--- src/rtl/cmd_gate_pkg.sv ---
// Shared types and constants for the command-word gate.
// Optional feature macro: CMD_GATE_TIMEOUT_EN (partial-word idle timeout).
package cmd_gate_pkg;

  localparam logic [31:0] FORBIDDEN_WORD = 32'hdeadbeef;

  typedef enum logic {
    COLLECT = 1'b0,
    EVAL    = 1'b1
  } gate_state_e;

  typedef logic [1:0] byte_cnt_t;

endpackage

--- src/rtl/cmd_gate_timer.sv ---
// Idle counter: counts enabled cycles and pulses o_expire on the cycle whose
// edge would bring the count to TIMEOUT_CYCLES, then restarts from zero.
// Used only when CMD_GATE_TIMEOUT_EN is defined.
module cmd_gate_timer #(
  parameter int unsigned TIMEOUT_CYCLES = 1000
) (
  input  logic i_clk,
  input  logic i_reset_n,
  input  logic i_clr,
  input  logic i_en,
  output logic o_expire
);

  localparam int unsigned TW = $clog2(TIMEOUT_CYCLES + 1);

  logic [TW-1:0] cnt_q;

  assign o_expire = i_en && !i_clr && (cnt_q == TW'(TIMEOUT_CYCLES - 1));

  // Idle cycle counter; clear wins over enable, expiry restarts the count.
  always_ff @(posedge i_clk or negedge i_reset_n) begin
    if (!i_reset_n) begin
      cnt_q <= '0;
    end else if (i_clr || o_expire) begin
      cnt_q <= '0;
    end else if (i_en) begin
      cnt_q <= cnt_q + 1'b1;
    end
  end

endmodule

--- src/rtl/cmd_word_gate.sv ---
// Assembles MSB-first bytes into 32-bit command words and never presents
// FORBIDDEN on o_word; rejected words are dropped and counted.
// Optional feature macro: CMD_GATE_TIMEOUT_EN (discard stale partial words).
module cmd_word_gate
  import cmd_gate_pkg::*;
#(
  parameter logic [31:0] FORBIDDEN      = FORBIDDEN_WORD,
  parameter int unsigned TIMEOUT_CYCLES = 1000,
  parameter int unsigned CNT_W          = 16
) (
  input  logic             i_clk,
  input  logic             i_reset_n,
  input  logic             i_valid,
  input  logic [7:0]       i_byte,
  output logic             o_ready,
  output logic [31:0]      o_word,
  output logic             o_word_stb,
  output logic             o_reject_stb,
  output logic             o_resync,
  output logic [CNT_W-1:0] o_reject_cnt
);

  localparam bit PARAMS_OK = (TIMEOUT_CYCLES >= 2) && (FORBIDDEN != '0);

  gate_state_e      state_q;
  byte_cnt_t        cnt_q;
  logic [31:0]      sr_q;
  logic [31:0]      word_q;
  logic             ready_q;
  logic             word_stb_q;
  logic             reject_stb_q;
  logic             resync_q;
  logic [CNT_W-1:0] rej_cnt_q;
  logic             accept;
  logic             expire;

  assign accept = i_valid && ready_q;

`ifdef CMD_GATE_TIMEOUT_EN
  logic idle_en;
  logic idle_clr;

  assign idle_en  = (state_q == COLLECT) && (cnt_q != '0) && !accept;
  assign idle_clr = accept || (state_q != COLLECT) || (cnt_q == '0);

  cmd_gate_timer #(
    .TIMEOUT_CYCLES (TIMEOUT_CYCLES)
  ) u_timer (
    .i_clk     (i_clk),
    .i_reset_n (i_reset_n),
    .i_clr     (idle_clr),
    .i_en      (idle_en),
    .o_expire  (expire)
  );
`else
  assign expire = 1'b0;
`endif

  // Collect/evaluate FSM with all outputs registered; strobes default low.
  always_ff @(posedge i_clk or negedge i_reset_n) begin
    if (!i_reset_n) begin
      state_q      <= COLLECT;
      cnt_q        <= '0;
      sr_q         <= '0;
      word_q       <= '0;
      ready_q      <= 1'b1;
      word_stb_q   <= 1'b0;
      reject_stb_q <= 1'b0;
      resync_q     <= 1'b0;
      rej_cnt_q    <= '0;
    end else begin
      word_stb_q   <= 1'b0;
      reject_stb_q <= 1'b0;
      resync_q     <= 1'b0;
      case (state_q)
        COLLECT: begin
          // An accepted byte outranks a same-edge timeout.
          if (accept) begin
            sr_q  <= {sr_q[23:0], i_byte};
            cnt_q <= cnt_q + 2'd1;
            if (cnt_q == 2'd3) begin
              state_q <= EVAL;
              ready_q <= 1'b0;
            end
          end else if (expire) begin
            cnt_q    <= '0;
            sr_q     <= '0;
            resync_q <= 1'b1;
          end
        end
        EVAL: begin
          if (sr_q == FORBIDDEN) begin
            reject_stb_q <= 1'b1;
            if (rej_cnt_q != '1) begin
              rej_cnt_q <= rej_cnt_q + 1'b1;
            end
          end else begin
            word_q     <= sr_q;
            word_stb_q <= 1'b1;
          end
          cnt_q   <= '0;
          state_q <= COLLECT;
          ready_q <= 1'b1;
        end
        default: state_q <= COLLECT;
      endcase
    end
  end

  assign o_ready      = ready_q;
  assign o_word       = word_q;
  assign o_word_stb   = word_stb_q;
  assign o_reject_stb = reject_stb_q;
  assign o_resync     = resync_q;
  assign o_reject_cnt = rej_cnt_q;

`ifndef SYNTHESIS
  a_params_ok: assert property (@(posedge i_clk) PARAMS_OK);
  a_no_forbidden: assert property (@(posedge i_clk) word_q != FORBIDDEN);
  a_strobes_onehot0: assert property (@(posedge i_clk) disable iff (!i_reset_n)
    $onehot0({word_stb_q, reject_stb_q, resync_q}));
  a_ready_low_only_eval: assert property (@(posedge i_clk) disable iff (!i_reset_n)
    !ready_q |-> (state_q == EVAL));
`endif

endmodule

--- config.mk ---
export PLATFORM = sky130hd
export DESIGN_NAME = cmd_word_gate
export DESIGN_NICKNAME = d
export VERILOG_FILES = /design/src/rtl/cmd_gate_pkg.sv /design/src/rtl/cmd_gate_timer.sv /design/src/rtl/cmd_word_gate.sv
export SDC_FILE = /design/constraint.sdc
export NUM_CORES = 1
export LEC_CHECK = 0
export CAP_MARGIN = 5
export CORE_UTILIZATION = 40
export CTS_CLUSTER_DIAMETER = 40
export DETAILED_ROUTE_END_ITERATION = 10
export HOLD_SLACK_MARGIN = 0.02
export PLACE_DENSITY = 0.73
export SLEW_MARGIN = 20
export SYNTH_ARGS = -nofsm -noshare
export SYNTH_HDL_FRONTEND = slang
export SYNTH_SLANG_ARGS = --single-unit
--- constraint.sdc ---
create_clock -name i_clk -period 1.9 [get_ports i_clk]
set_clock_uncertainty 0.2 [all_clocks]
set_input_delay 0.19 -clock i_clk [delete_from_list [all_inputs] [get_ports i_clk]]
set_output_delay 0.19 -clock i_clk [all_outputs]
set_load 0.02 [all_outputs]
After elaboration in Yosys (flattened, before gate mapping)
Cells that the tools add are included.
Word-level totals
  bits in registers: 86
  input port bits: 11
  output and inout bits: 52
  logic and storage cells: 34
Cells by class
  muxes and demuxes: 12
  add/subtract/negate cells: 2
  reductions and logical operators: 5
  bitwise logic cells: 2
  equal/unequal tests: 5
Operators with widths (count)
  equality test 32 bit, second input constant: 1
  adder 16 x 1 -> 16 bit, second input constant: 1
  != test 16 bit, second input constant: 1
  2-to-1 mux 1 bit: 8
  AND reduction 2 bit: 3
  != test 2 bit, second input constant: 2
  case mux 1 bit (2 select lines): 2
  case mux 2 bit (2 select lines): 1
  AND reduction 3 bit: 1
  adder 2 x 1 -> 2 bit, second input constant: 1
  equality test 2 bit, second input constant: 1
  2-to-1 mux 2 bit: 1
  inverter 1 bit: 2
  logical AND 1 bit: 1

Depth between registers and ports, before layout
  depth in word-level cells: 4
  mapped depth: 7
  mapped depth without buffers: 6

Worst setup path after synthesis
No wires, ideal clock.
  path type: reg2reg
  start: register rej_cnt_q[0] (netlist: o_reject_cnt[0])
  end: register rej_cnt_q[10] (netlist: o_reject_cnt[10])
  data arrival time: 1.672 ns
  setup time: 0.134 ns
  buffers on the path: 1
  required time: 1.566 ns
  period minus slack after synthesis: 2.006 ns
  cell stages (with the launch flop): 8
  slack: -0.106 ns
  path through: dfrtp_1 > ha_1 > nand4_1 > nor4_1 > nand4b_2 > buf_6 > nor2_1 > xor2_1
Between the ends
  word-level cells in the longest chain between the ends: 2
  elaborated cells on any way between the ends: 3
  those cells by class: add/sub (1); eq/ne (1); reduce/logical (1)
RTL lines
  start: declaration: line cmd_word_gate.sv:33  | logic [CNT_W-1:0] rej_cnt_q;
  start signal: assignment: line cmd_word_gate.sv:95  | rej_cnt_q <= rej_cnt_q + 1'b1;
  branches (longest 2 deep; another with adder 16 x 1 -> 16 bit)
Parallel ways; which one is timed is not known.
A chain may end at the register's enable or synchronous reset.

Worst setup path in the final report
  start: register sr_q[29]
  end: register rej_cnt_q[9] (netlist: o_reject_cnt[9])
Between the ends
  word-level cells in the longest chain between the ends: 2
RTL lines
  start: declaration: line cmd_word_gate.sv:27  | logic [31:0] sr_q;
  start signal: assignment: line cmd_word_gate.sv:79  | sr_q <= {sr_q[23:0], i_byte};
  equality test 32 bit: line cmd_word_gate.sv:92  | if (sr_q == FORBIDDEN) begin
  AND reduction 3 bit (no source line)
Every way passes these cells.

==> summary by stage <==
Floorplanning
The die covers 9217 sq um. The number of primary I/O pins is 63. The vertical die dimension is 96.01 um. The initialized floorplan defines 33 standard-cell rows. The chip width is 96.01 um. Once the floorplan was initialized, standard cells occupied 42.17% of the core. The core region is 8382 sq um.

Setup path
The slowest stage cell on the critical path is sky130_fd_sc_hd__dfrtp_1. The end of the worst register-to-register path is o_reject_cnt[9]$_DFFE_PN0P_. Setup slack on the worst reg-to-reg path comes out at -0.33 ns. The startpoint class of the critical path is a flop. STA classifies the critical path endpoint as a flop. The number of cell instances on the worst register-to-register path is 7. The largest incremental delay on the critical path is 0.38 ns. The critical path is of the reg2reg type.

Walking the worst path, the cells encountered are nand4b_1 -> nor4_4 -> buf_4 -> nand4b_4 -> buf_12 -> nor3_2 -> xor2_1. Of all nets on the critical path, the largest fanout is 5. The worst register-to-register path begins at sr_q[29]$_DFFE_PN0P_. The data arrival time of the critical path is 2.28 ns. Grouping stages by cell kind, the critical path spends the most delay in simple AND/OR/NAND/NOR gates. The number of buffers and inverters on the critical path is 2. The data required time at the worst endpoint is 1.95 ns.

Power and ir drop
Dividing total power by cell area gives a power density of 1342 nW/um^2. The maximum resistive drop on vdd is 0.7801 mV. Summed over all cells, the static leakage comes to 2.843 nW.

Route
In the final routed layout, each cell accounts on average for 15.86 um. The first detailed-routing pass took 5 iterations. The first routing iteration left 100 violations. Once detail routing completed, the nets flagged for antenna violations numbered 0. The via-per-instance ratio is 4.928. The number of vias in the routed layout is 2730. The residual DRC count is 0. The final routed wirelength across all metal layers is 8787 um.

Min path
The endpoint with the worst hold slack is sr_q[3]$_DFFE_PN0P_. The worst hold path stage count is 3. The worst hold path begins at i_byte[3]. The worst hold path belongs to the class in2reg.

Placement
In this run, placement finished with an instance count of 528. The detailed-placement wirelength estimate is 5366 um. The congestion estimate from routability-driven global placement came to 0.7861.

Buffers placed on the I/O ports in this run total 61.

STA
The smallest clock period supported by the final layout is computed as 2.229 ns. Setup repair after global routing could not meet its margin everywhere. The highest clock rate is 448.6 MHz. The worst hold margin is 0.1685 ns. The number of setup violations in the final report is 48. The final count of pins violating max slew is 0.

The post-route worst setup slack is -0.3292 ns. The number of endpoints with negative hold slack in the final report is 0. In the finished design, the share of the clock period the worst path needs comes to 117.3%.

Yosys
The post-synthesis compound-gate area fraction is 0.1416%. Averaged over all synthesized cells, the footprint is 11.44 sq um. The leading register cell type out of synthesis is sky130_fd_sc_hd__dfrtp_1. Synthesis inferred 86 register bits. Of all flip-flops after synthesis, the portion carrying an async set or reset was 100.0%. The post-synthesis share of cell area spent on and, or, nand and nor gates is 20.71%. The fraction of synthesized cell area taken by the top area cell type is 60.18%. The cell type with the highest aggregate area in the netlist is sky130_fd_sc_hd__dfrtp_1. For this run, the register share of the synthesized area comes to 60.92%. After synthesis, the largest family of logic cells by area is simple AND/OR/NAND/NOR gates. Of the post-synthesis cell area, the part taken by muxes is 10.83%. The xor/xnor cell area share of the yosys netlist is 3.717%. The number of different library cells used by synthesis comes to 28. The area share of fa/ha/maj cells after synthesis is 0.7080%.

Sorting the synthesized cells by area gives the leading types as sky130_fd_sc_hd__dfrtp_1 (60%), sky130_fd_sc_hd__nand2_1 (11%), sky130_fd_sc_hd__mux2_2 (11%), sky130_fd_sc_hd__xor2_1 (2.7%), sky130_fd_sc_hd__nand4b_1 (1.5%). The synthesized cell area is 3535 sq um. The post-synthesis instance total is 309. Counting every net in the synthesized netlist gives 322. Counting flops with a built-in enable in the synthesized netlist gives 0. The Yosys step of the flow raised 0 warnings.

Cells and area
The final layout contains 457 nets. Cells with a size suffix above 1 make up 32.52% of the layout. The area growth from synthesis to layout is 49.98%. The antenna diode instance count is 0. Leaving out filler cells and counting taps, the final layout contains 554.

Clocking
The number of levels in the clock H-tree is 3. The buffer cell driving the clock tree root is sky130_fd_sc_hd__clkbuf_8. Clock-pin slew was measured on the worst setup and hold paths at 0.08 ns. In this run the deepest clock path goes through 2 buffers. The CTS tree is yes. Counting the buffers created by CTS gives 9.

The number of clock sinks seen by CTS is 86. At the later pin of the worst-skew pair, clock insertion delay measures 0.35 ns.

GRT
The initial antenna violation count came to 0. The first-pass GRT wire length is 13100 um. The number of global-route vias before repair is 2765. The largest net degree at the start of global routing is 87. The total overflow reported by the global router is 0. The total global-route track usage is 18.96%.

Run status
The run finished, with violations left. The final reports fail on negative setup slack.

Flow run
Across the run, the number of max-cap violations was 0.
## cell usage in the layout, fill, tap and decap left out, types with 3 or more instances in the layout
cell / count
sky130_fd_sc_hd__dlymetal6s2s_1: 3
sky130_fd_sc_hd__nand4b_1: 6
sky130_fd_sc_hd__nor4_4: 5
sky130_fd_sc_hd__clkbuf_8: 9
sky130_fd_sc_hd__clkbuf_1: 3
sky130_fd_sc_hd__xnor2_1: 4
sky130_fd_sc_hd__dfrtp_1: 83
sky130_fd_sc_hd__inv_1: 3
sky130_fd_sc_hd__xor2_1: 11
sky130_fd_sc_hd__clkdlybuf4s50_1: 57
sky130_fd_sc_hd__nand4_1: 6
sky130_fd_sc_hd__buf_12: 6
sky130_fd_sc_hd__nand2_1: 104
sky130_fd_sc_hd__nand3_1: 6
sky130_fd_sc_hd__nor3_2: 3
sky130_fd_sc_hd__mux2_4: 33
sky130_fd_sc_hd__nor2_1: 10
sky130_fd_sc_hd__buf_4: 68
## per-layer routing
metal,wire (um),up-vias,global-route usage [%]
li1,-,1280,-
met1,3776,1363,23.47
met2,4493,68,31.91
met3,292,19,3.239
met4,225,0,9.577
met5,0,-,0
## kinds of logic (layout without fill, tap and decap cells)
group                    count (synthesis)  count (layout)
AO/OA/AOI/OAI                            1               1
XOR/XNOR                                15              15
adder cells (fa/ha/maj)                  2               2
buffers and inverters                   18             158
flip-flops                              86              86
multiplexers                            34              34
other                                    1               1
AND/OR/NAND/NOR                        152             152
## power by group
part | switching, mW | total [mW] | internal [mW]
Clock | 0.619 | 1.22 | 0.605
Combinational | 1.37 | 3.04 | 1.67
Sequential | 0.392 | 2.85 | 2.46
Total | 2.38 | 7.11 | 4.73
## worst register-to-register path: stages, from the launching register on
cell	delay, ns
sky130_fd_sc_hd__dfrtp_1	0.38
sky130_fd_sc_hd__nand4b_1	0.25
sky130_fd_sc_hd__nor4_4	0.35
sky130_fd_sc_hd__buf_4	0.18
sky130_fd_sc_hd__nand4b_4	0.14
sky130_fd_sc_hd__buf_12	0.19
sky130_fd_sc_hd__nor3_2	0.20
sky130_fd_sc_hd__xor2_1	0.24
## registers in the layout (all words and copies together) (netlist names)
signal / cells
o_word_stb: 1
o_reject_cnt: 16
cnt_q: 2
state_q: 1
o_reject_stb: 1
o_word: 32
sr_q: 32
o_ready: 1
## how the worst max path moves through the flow
stage / from / to / slack [ns] / depth (start not counted)
after floorplan: sr_q[8]$_DFFE_PN0P_ / o_word[0]$_DFFE_PN0P_ / -0.09 / 6
after CTS: sr_q[8]$_DFFE_PN0P_ / o_reject_cnt[15]$_DFFE_PN0P_ / -0.31 / 6
after global routing: sr_q[29]$_DFFE_PN0P_ / o_reject_cnt[9]$_DFFE_PN0P_ / -0.39 / 7
after detailed placement: sr_q[8]$_DFFE_PN0P_ / o_reject_cnt[11]$_DFFE_PN0P_ / -0.33 / 6
after global placement: sr_q[29]$_DFFE_PN0P_ / o_word[8]$_DFFE_PN0P_ / -0.22 / 7
final: sr_q[29]$_DFFE_PN0P_ / o_reject_cnt[9]$_DFFE_PN0P_ / -0.33 / 7
## synth_stat cells, types with 2 or more instances
cell / number
sky130_fd_sc_hd__nand4b_1: 6
sky130_fd_sc_hd__nand2_1: 105
sky130_fd_sc_hd__nand4_1: 6
sky130_fd_sc_hd__clkbuf_1: 8
sky130_fd_sc_hd__xor2_1: 11
sky130_fd_sc_hd__dfrtp_1: 85
sky130_fd_sc_hd__nor3_2: 4
sky130_fd_sc_hd__or2_2: 2
sky130_fd_sc_hd__mux2_2: 34
sky130_fd_sc_hd__nor4_4: 2
sky130_fd_sc_hd__nand3_1: 6
sky130_fd_sc_hd__xnor2_1: 4
sky130_fd_sc_hd__buf_6: 4
sky130_fd_sc_hd__ha_1: 2
sky130_fd_sc_hd__nor4_1: 3
sky130_fd_sc_hd__inv_1: 4
sky130_fd_sc_hd__nor2_1: 12
## repair_timing
action                                  in CTS  in global routing
resized for setup                           34                 19
endpoints found under the setup margin      48                 52
pin swaps                                    2                  7
cloned                                       0                  2
endpoints found under the hold margin       85                  0
setup buffers                                2                  5
hold buffers                                 1                  0
## metrics by stage
step / worst slack (ns) / setup TNS, ns / total power, mW / util (%) / cell area (sq um)
4_1_cts: -0.3051 / -10.10 / 7.031 / 61.08 / 5120
5_1_grt: -0.3916 / -14.09 / 7.497 / 63.25 / 5301
3_3_place_gp: -0.2228 / -7.865 / 5.425 / 56.92 / 4771
3_5_place_dp: -0.3254 / -10.24 / 5.521 / 56.92 / 4771
2_1_floorplan: -0.08572 / -2.673 / 4.053 / - / 3537
6_report: -0.3292 / -9.324 / 7.114 / 63.25 / 5301
## cell type report
type	instances	area (sq um)
Multi-Input combinational cell	205	1500
Fill cell	656	3080
Clock buffer	12	135.1
Timing Repair Buffer	138	1314
Clock inverter	4	47.55
Sequential cell	86	2156
Tap cell	105	131.4
Inverter	4	17.52
Power figures use the tool's default switching activity.
